`src/rtl/branch_ctrl_pkg.sv`:
```
// ============================================================================
// Module  : branch_ctrl_pkg
// Brief   : Types and constants for the branch predictor / redirect controller.
// Revision: 1.0
// ============================================================================
`default_nettype none

package branch_ctrl_pkg;

    // Tag and target fields are stored at the widest supported PC width.
    localparam int BC_MAX_DW = 32;

    localparam logic [1:0] SNT = 2'b00;
    localparam logic [1:0] WNT = 2'b01;
    localparam logic [1:0] WT  = 2'b10;
    localparam logic [1:0] ST  = 2'b11;

    typedef enum logic [1:0] {
        S_IDLE     = 2'd0,
        S_REDIRECT = 2'd1,
        S_DRAIN    = 2'd2
    } bc_state_t;

    typedef struct packed {
        logic                 valid;
        logic                 uncond;
        logic [1:0]           ctr;
        logic [BC_MAX_DW-1:0] tag;
        logic [BC_MAX_DW-1:0] target;
    } bht_entry_t;

    localparam bht_entry_t BHT_RESET = '{valid: 1'b0, uncond: 1'b0, ctr: WNT,
                                         tag: '0, target: '0};

endpackage

`default_nettype wire

```
`src/rtl/cfu_pkg.sv`:
```
// ============================================================================
// Module  : cfu_pkg
// Brief   : Control-flow unit operation encoding shared across the pipeline.
// Revision: 1.0
// ============================================================================
`default_nettype none

package cfu_pkg;

    typedef enum logic [3:0] {
        NB   = 4'd0,
        BEQ  = 4'd1,
        BNE  = 4'd2,
        BLT  = 4'd3,
        BGE  = 4'd4,
        BLTU = 4'd5,
        BGEU = 4'd6,
        JAL  = 4'd7,
        JALR = 4'd8
    } cfuop_t;

endpackage

`default_nettype wire

```
`src/rtl/branch_ctrl_bht.sv`:
```
// ============================================================================
// Module  : branch_ctrl_bht
// Brief   : Direct-mapped history/target table, two async read ports, one write.
// Revision: 1.0
// ============================================================================
`default_nettype none

module branch_ctrl_bht
    import branch_ctrl_pkg::*;
#(
    parameter int ENTRIES = 16,
    parameter int IDX     = $clog2(ENTRIES)
) (
    input  logic             clk,
    input  logic             rst,
    input  logic [IDX-1:0]   i_rd0_idx,
    output bht_entry_t       o_rd0_entry,
    input  logic [IDX-1:0]   i_rd1_idx,
    output bht_entry_t       o_rd1_entry,
    input  logic             i_wr_en,
    input  logic [IDX-1:0]   i_wr_idx,
    input  bht_entry_t       i_wr_entry
);

    bht_entry_t r_mem [ENTRIES];

    // Reads return pre-write contents; a write lands at the clock edge.
    assign o_rd0_entry = r_mem[i_rd0_idx];
    assign o_rd1_entry = r_mem[i_rd1_idx];

    always_ff @(posedge clk or posedge rst) begin
        if (rst) begin
            for (int i = 0; i < ENTRIES; i++) begin
                r_mem[i] <= BHT_RESET;
            end
        end else if (i_wr_en) begin
            r_mem[i_wr_idx] <= i_wr_entry;
        end
    end

endmodule

`default_nettype wire

```
`src/rtl/branch_ctrl.sv`:
```
// ============================================================================
// Module  : branch_ctrl
// Brief   : Fetch-time branch prediction, EX-time check/training, redirect FSM.
// Revision: 1.0
// ============================================================================
`default_nettype none

module branch_ctrl
    import cfu_pkg::*;
    import branch_ctrl_pkg::*;
#(
    parameter int DATA_WIDTH  = 32,
    parameter int BHT_ENTRIES = 16
) (
    input  logic                  clk,
    input  logic                  rst,
    input  logic [DATA_WIDTH-1:0] if_pc,
    output logic                  pred_taken,
    output logic [DATA_WIDTH-1:0] pred_target,
    input  logic                  ex_valid,
    input  logic                  ex_stall,
    input  logic [DATA_WIDTH-1:0] ex_pc,
    input  cfuop_t                ex_cfuop,
    input  logic                  ex_br_taken,
    input  logic [DATA_WIDTH-1:0] ex_target,
    input  logic                  ex_pred_taken,
    input  logic [DATA_WIDTH-1:0] ex_pred_target,
    output logic                  redirect,
    output logic [DATA_WIDTH-1:0] redirect_pc,
    output logic                  flush,
    output logic [31:0]           mispred_cnt
);

    localparam int IDX = $clog2(BHT_ENTRIES);

    bc_state_t             r_state;
    bc_state_t             w_state_nxt;
    logic [DATA_WIDTH-1:0] r_redirect_pc;
    logic [31:0]           r_mispred_cnt;

    logic [IDX-1:0]        w_f_idx;
    logic [IDX-1:0]        w_ex_idx;
    logic [BC_MAX_DW-1:0]  w_f_tag;
    logic [BC_MAX_DW-1:0]  w_ex_tag;
    bht_entry_t            w_f_ent;
    bht_entry_t            w_ex_ent;
    logic                  w_f_hit;
    logic                  w_ex_hit;
    logic                  w_resolve;
    logic                  w_mispred;
    logic [DATA_WIDTH-1:0] w_correct_pc;
    logic                  w_wr_en;
    bht_entry_t            w_wr_ent;
    logic [1:0]            w_ctr_base;
    logic                  w_unused;

    assign w_f_idx  = if_pc[IDX+1:2];
    assign w_ex_idx = ex_pc[IDX+1:2];
    assign w_f_tag  = BC_MAX_DW'(if_pc[DATA_WIDTH-1:IDX+2]);
    assign w_ex_tag = BC_MAX_DW'(ex_pc[DATA_WIDTH-1:IDX+2]);
    assign w_unused = ^{if_pc[1:0], ex_pc[1:0]};

    branch_ctrl_bht #(
        .ENTRIES (BHT_ENTRIES),
        .IDX     (IDX)
    ) u_bht (
        .clk         (clk),
        .rst         (rst),
        .i_rd0_idx   (w_f_idx),
        .o_rd0_entry (w_f_ent),
        .i_rd1_idx   (w_ex_idx),
        .o_rd1_entry (w_ex_ent),
        .i_wr_en     (w_wr_en),
        .i_wr_idx    (w_ex_idx),
        .i_wr_entry  (w_wr_ent)
    );

    assign w_f_hit     = w_f_ent.valid && (w_f_ent.tag == w_f_tag);
    assign pred_taken  = w_f_hit && (w_f_ent.ctr[1] || w_f_ent.uncond);
    assign pred_target = pred_taken ? w_f_ent.target[DATA_WIDTH-1:0]
                                    : if_pc + DATA_WIDTH'(4);

    // Wrong-path EX contents during REDIRECT/DRAIN never reach the check.
    assign w_resolve = (r_state == S_IDLE) && ex_valid && !ex_stall;
    assign w_ex_hit  = w_ex_ent.valid && (w_ex_ent.tag == w_ex_tag);

    assign w_mispred = w_resolve &&
        ((ex_cfuop == NB) ? ex_pred_taken
                          : ((ex_br_taken != ex_pred_taken) ||
                             (ex_br_taken && (ex_target != ex_pred_target))));

    assign w_correct_pc = ex_br_taken ? ex_target : ex_pc + DATA_WIDTH'(4);
    assign w_ctr_base   = w_ex_hit ? w_ex_ent.ctr : WNT;

    always_comb begin
        w_wr_en  = 1'b0;
        w_wr_ent = w_ex_ent;
        if (w_resolve) begin
            case (ex_cfuop)
                JAL, JALR: begin
                    w_wr_en         = 1'b1;
                    w_wr_ent.valid  = 1'b1;
                    w_wr_ent.uncond = 1'b1;
                    w_wr_ent.ctr    = ST;
                    w_wr_ent.tag    = w_ex_tag;
                    w_wr_ent.target = BC_MAX_DW'(ex_target);
                end
                BEQ, BNE, BLT, BGE, BLTU, BGEU: begin
                    w_wr_en         = 1'b1;
                    w_wr_ent.valid  = 1'b1;
                    w_wr_ent.uncond = 1'b0;
                    w_wr_ent.tag    = w_ex_tag;
                    if (!w_ex_hit || ex_br_taken) begin
                        w_wr_ent.target = BC_MAX_DW'(ex_target);
                    end
                    if (ex_br_taken) begin
                        w_wr_ent.ctr = (w_ctr_base == ST) ? ST : w_ctr_base + 2'd1;
                    end else begin
                        w_wr_ent.ctr = (w_ctr_base == SNT) ? SNT : w_ctr_base - 2'd1;
                    end
                end
                NB: begin
                    if (w_ex_hit) begin
                        w_wr_en        = 1'b1;
                        w_wr_ent.valid = 1'b0;
                    end
                end
                default: w_wr_en = 1'b0;
            endcase
        end
    end

    always_comb begin
        w_state_nxt = r_state;
        redirect    = 1'b0;
        flush       = 1'b0;
        case (r_state)
            S_IDLE:     if (w_mispred) w_state_nxt = S_REDIRECT;
            S_REDIRECT: begin
                redirect    = 1'b1;
                flush       = 1'b1;
                w_state_nxt = S_DRAIN;
            end
            S_DRAIN: begin
                flush       = 1'b1;
                w_state_nxt = S_IDLE;
            end
            default:    w_state_nxt = S_IDLE;
        endcase
    end

    always_ff @(posedge clk or posedge rst) begin
        if (rst) begin
            r_state       <= S_IDLE;
            r_redirect_pc <= '0;
            r_mispred_cnt <= '0;
        end else begin
            r_state <= w_state_nxt;
            if (w_mispred) begin
                r_redirect_pc <= w_correct_pc;
                if (r_mispred_cnt != 32'hFFFF_FFFF) begin
                    r_mispred_cnt <= r_mispred_cnt + 32'd1;
                end
            end
        end
    end

    assign redirect_pc = r_redirect_pc;
    assign mispred_cnt = r_mispred_cnt;

endmodule

`default_nettype wire

```
`config.mk`:
```
export PLATFORM = sky130hd
export DESIGN_NAME = branch_ctrl
export DESIGN_NICKNAME = d
export VERILOG_FILES = /design/src/rtl/branch_ctrl_pkg.sv /design/src/rtl/cfu_pkg.sv /design/src/rtl/branch_ctrl_bht.sv /design/src/rtl/branch_ctrl.sv
export SDC_FILE = /design/constraint.sdc
export NUM_CORES = 2
export LEC_CHECK = 0
export BUFFER_PORTS_ARGS = -buffer_cell sky130_fd_sc_hd__buf_4
export CAP_MARGIN = 5
export CORE_AREA = 2 2 344 346
export CTS_BUF_LIST = sky130_fd_sc_hd__clkbuf_4 sky130_fd_sc_hd__clkbuf_8
export CTS_CLUSTER_DIAMETER = 60
export DETAILED_ROUTE_END_ITERATION = 16
export DIE_AREA = 0 0 346 348
export PLACE_DENSITY = 0.72
export SYNTH_ARGS = -nofsm -noshare
export SYNTH_HDL_FRONTEND = slang
export SYNTH_SLANG_ARGS = --single-unit
```
`constraint.sdc`:
```
create_clock -name clk -period 59.7 [get_ports clk]
set_input_delay 8.955 -clock clk [delete_from_list [all_inputs] [get_ports clk]]
set_output_delay 8.955 -clock clk [all_outputs]
set_load 0.02 [all_outputs]
```
==> run_results.csv <==
group,metric,value,unit
run_status,status,"finished clean",
floorplan,die_w,346,um
worst_setup_path,path_max_fanout,47,
pwr,seqPwrFrac,44.3,%
worst_setup_path,crit_path_end_kind,"primary output",
synthesis,synthCells,5147,
pwr,power.internal,0.001641,W
placed_design,portBuffers,236,
clock_tree,clk_pin_slew_worst_paths,0.05,ns
global_route,grt.overflow.total,0,
worst_setup_path,cp-start-kind,"input pin",
pwr,total_power,0.002414,W
worst_setup_path,cpMaxStageDelayCell,"a211oi_1",
layout,layout-drive-gt1-share,34.16,%
drt,drtIter0Drc,8324,
worst_setup_path,arrival,14.68,ns
clock_tree,cts_tree,"yes",
floorplan,die_h,348,um
drt,ant_nets,0,
sta,skew,0.07587,ns
floorplan,io_pins,237,
sta,rsz0062_at_grt,"false",
pwr,leakagePower,30.51,nW
synthesis,synth_compound_area_share,12.37,%
floorplan,row_count,126,
synthesis,synth_warnings,0,
synthesis,ys.flop_type,"dfrtp_1",
drt,firstDrtPassIters,7,
pwr,combPwrFrac,24.6,%
placed_design,gp_congestion,0.9530,
clock_tree,cts_buffers,191,
clock_tree,cts_setup_buffers,0,
global_route,grt_first_pass_wirelength,336100,um
floorplan,core_area,0.1170,mm2
placed_design,hpwl,135800,um
sta,slew_headroom,14.41,%
placed_design,placed_cells,6467,
sta,setup_viol_count_final,0,
drt,vias,50900,
worst_setup_path,path_cells,"buf_8 > buf_4 > buf_4 > nor3_1 > a211oi_1 > a211oi_1 > a211oi_1 > o21ai_0 > a31oi_1 > nand4_1 > a2111oi_4 > buf_4 > mux2_2 > buf_4",
sta,fin_crit,23.64,ns
flow_run,cap_violations,0,
worst_setup_path,crit_family,"buffers and inverters",
synthesis,ys_ff_latch,1154,
layout,fin_nets,5271,
drt,drc_errors,0,
synthesis,synth_adder_area_share,0.1921,%
global_route,antenna_found_initial,17,
worst_setup_path,worstSetupPathType,"in2out",
drt,wl_per_cell,33.87,um
pwr,ir_worst_vdd,0.02132,mV
worst_setup_path,cp_num_buf_inv,5,
pwr,p_clk_share,31.1,%
pwr,p_per_area,34.54,mW/mm2
floorplan,die_area,0.1204,mm2
clock_tree,cts_hold_buf,0,
synthesis,async_reset_ff_share,100.0,%
worst_setup_path,max_stage_delay,0.85,ns
global_route,globalRouteTotalUtil,37.95,%
clock_tree,clockRootBuffer,"clkbuf_8",
sta,hold_violations,0,
sta,worst_pin_slew,1.274,ns
global_route,grt_pass1_vias,49730,
synthesis,synthSimpleGateAreaFrac,5.456,%
synthesis,synth_cell_types,73,
sta,timing.fmax,0.04231,GHz
pwr,swShare,32.02,%
placed_design,preCtsSetupSlack,36.23,ns
worst_setup_path,crit_top_cell,"buf_4",
global_route,grt_max_degree,183,
clock_tree,numClockSinks,1154,
layout,area_delta_synth_final,9.493,%
worst_setup_path,rrSetupSlack,51.76,ns
sta,finalSetupTns,0,ns
synthesis,mappedNetlistArea,0.06385,mm2
pwr,power.switching,0.0007731,W
drt,wl,230400,um
worst_setup_path,required,50.75,ns
synthesis,ys_seq_area_share,45.26,%
synthesis,synth_edf_count,0,
sta,finalMaxSlewViolations,0,
synthesis,synth_top_family_by_area,"multiplexers",
clock_tree,clk_latency,0.93,ns
synthesis,synth_nets,5294,
layout,final_cells,6802,
min_path,hold_path.class,"reg2reg",
drt,vias_per_cell,7.483,
clock_tree,cts_resized,0,
sta,period_share,39.59,%
synthesis,synth_xor_area_share,2.236,%
floorplan,floorplan.initialDensity,54.58,%
clock_tree,cts_max_path_buffers,3,
sta,worst_slack,36.06,ns
synthesis,muxShareOfSynthArea,29.94,%
clock_tree,cts_max_level,4,
synthesis,postSynthAreaPerCell,12.40,um2
power by group through the flow:
stage / clock, W / sequential (W) / combinational, W
global route: 0.000788 / 0.00108 / 0.000635
floorplan: 0 / 0.00105 / 0.000421
detailed placement: 0 / 0.00107 / 0.000582
finish: 0.000752 / 0.00107 / 0.000594
global placement: 0 / 0.00106 / 0.000565
CTS: 0.000752 / 0.00106 / 0.000582
through the flow:
step	cell area, um2	hold slack [ns]	utilization (%)
after global placement	65790	0.4624	56.24
final	69910	0.4826	59.76
after detailed placement	65790	0.4718	56.24
after CTS	69890	0.4857	59.75
after floorplan	63850	0.4543	-
after global routing	69900	0.4962	59.75
cells in the mapped netlist, types with 93 or more instances:
cell      number  share of area (%)
a21oi_1      574                4.5
a31oi_1      521                5.1
and2_1       116                1.1
buf_2        142                1.1
clkbuf_1     251                1.5
dfrtp_1     1138                 45
mux2_2       517                9.1
mux2i_1      128                2.0
mux4_2       533                 19
nand2_1      198                1.2
nand3_1       99               0.78
nor2_1       107               0.63
xnor2_1       93                1.3
placed cells by master (no fill, tap or decap), types with 7 or more instances in the layout:
cell,netlist,layout
nor3_1,41,41
nor4_1,29,29
o21ai_1,33,32
ha_1,9,9
mux2i_1,128,128
xnor2_1,93,93
nand2b_1,8,8
o21ai_0,84,84
clkbuf_4,0,53
a22oi_1,32,32
nor2_1,107,105
inv_1,25,24
mux2_2,517,517
and2_1,116,100
a221oi_1,8,8
nand4_1,22,22
and3_2,0,16
a21oi_1,574,574
a211oi_1,15,15
nand3_1,99,98
buf_4,47,333
dfstp_2,16,16
or3_1,10,10
and2_4,0,15
dfrtp_1,1138,1138
clkinv_2,0,10
a2111oi_0,7,7
mux4_2,533,533
clkbuf_8,0,245
and3_1,37,21
o211ai_1,8,8
o22ai_1,12,12
xor2_1,70,70
clkinvlp_4,0,11
nand2_1,198,197
a32o_1,11,11
a31oi_1,521,521
sequential cells by signal, indices dropped and copies added (netlist names):
signal	cells
mispred_cnt	32
r_state	2
u_bht.r_mem	1088
redirect_pc	32
layer usage:
| layer | global-route usage (%) | wire length [um] | up-vias |
|---|---|---|---|
| met1 | 49.35 | 80290 | 25702 |
| met4 | 20.48 | 14650 | 24 |
| met3 | 17.51 | 38530 | 1070 |
| met5 | 0 | 175 | - |
| li1 | - | - | 19783 |
| met2 | 52.91 | 96740 | 4321 |
cells by family after synthesis:
kind of cell	Yosys count
AO/OA/AOI/OAI	1354
multiplexers	1179
flip-flops	1154
AND/OR/NAND/NOR	699
buffers and inverters	588
XOR/XNOR	163
adder cells (fa/ha/maj)	10
final timing paths:
path / depth (start not counted) / startpoint / end
setup / recovery: 14 / if_pc[2] / pred_target[31]
hold / removal: 1 / u_bht.r_mem[330] / u_bht.r_mem[330]
setup reg to reg: 12 / u_bht.r_mem[538] / u_bht.r_mem[1052]
hold reg to reg: 1 / u_bht.r_mem[330] / u_bht.r_mem[330]
max in group asynchronous: 5 / rst / u_bht.r_mem[835]
min in group asynchronous: 2 / rst / u_bht.r_mem[889]
layout make-up:
class,instances,area (um2)
fillers,9389,47070
multi-input cells,3405,32170
flip-flops and latches,1154,28900
clock buffers,298,3770
repair buffers,344,2691
well taps,1536,1922
clock inverters,32,332.8
inverters,28,115.1
diodes,5,12.51
Note: power is estimated with default switching activity, not from simulation.
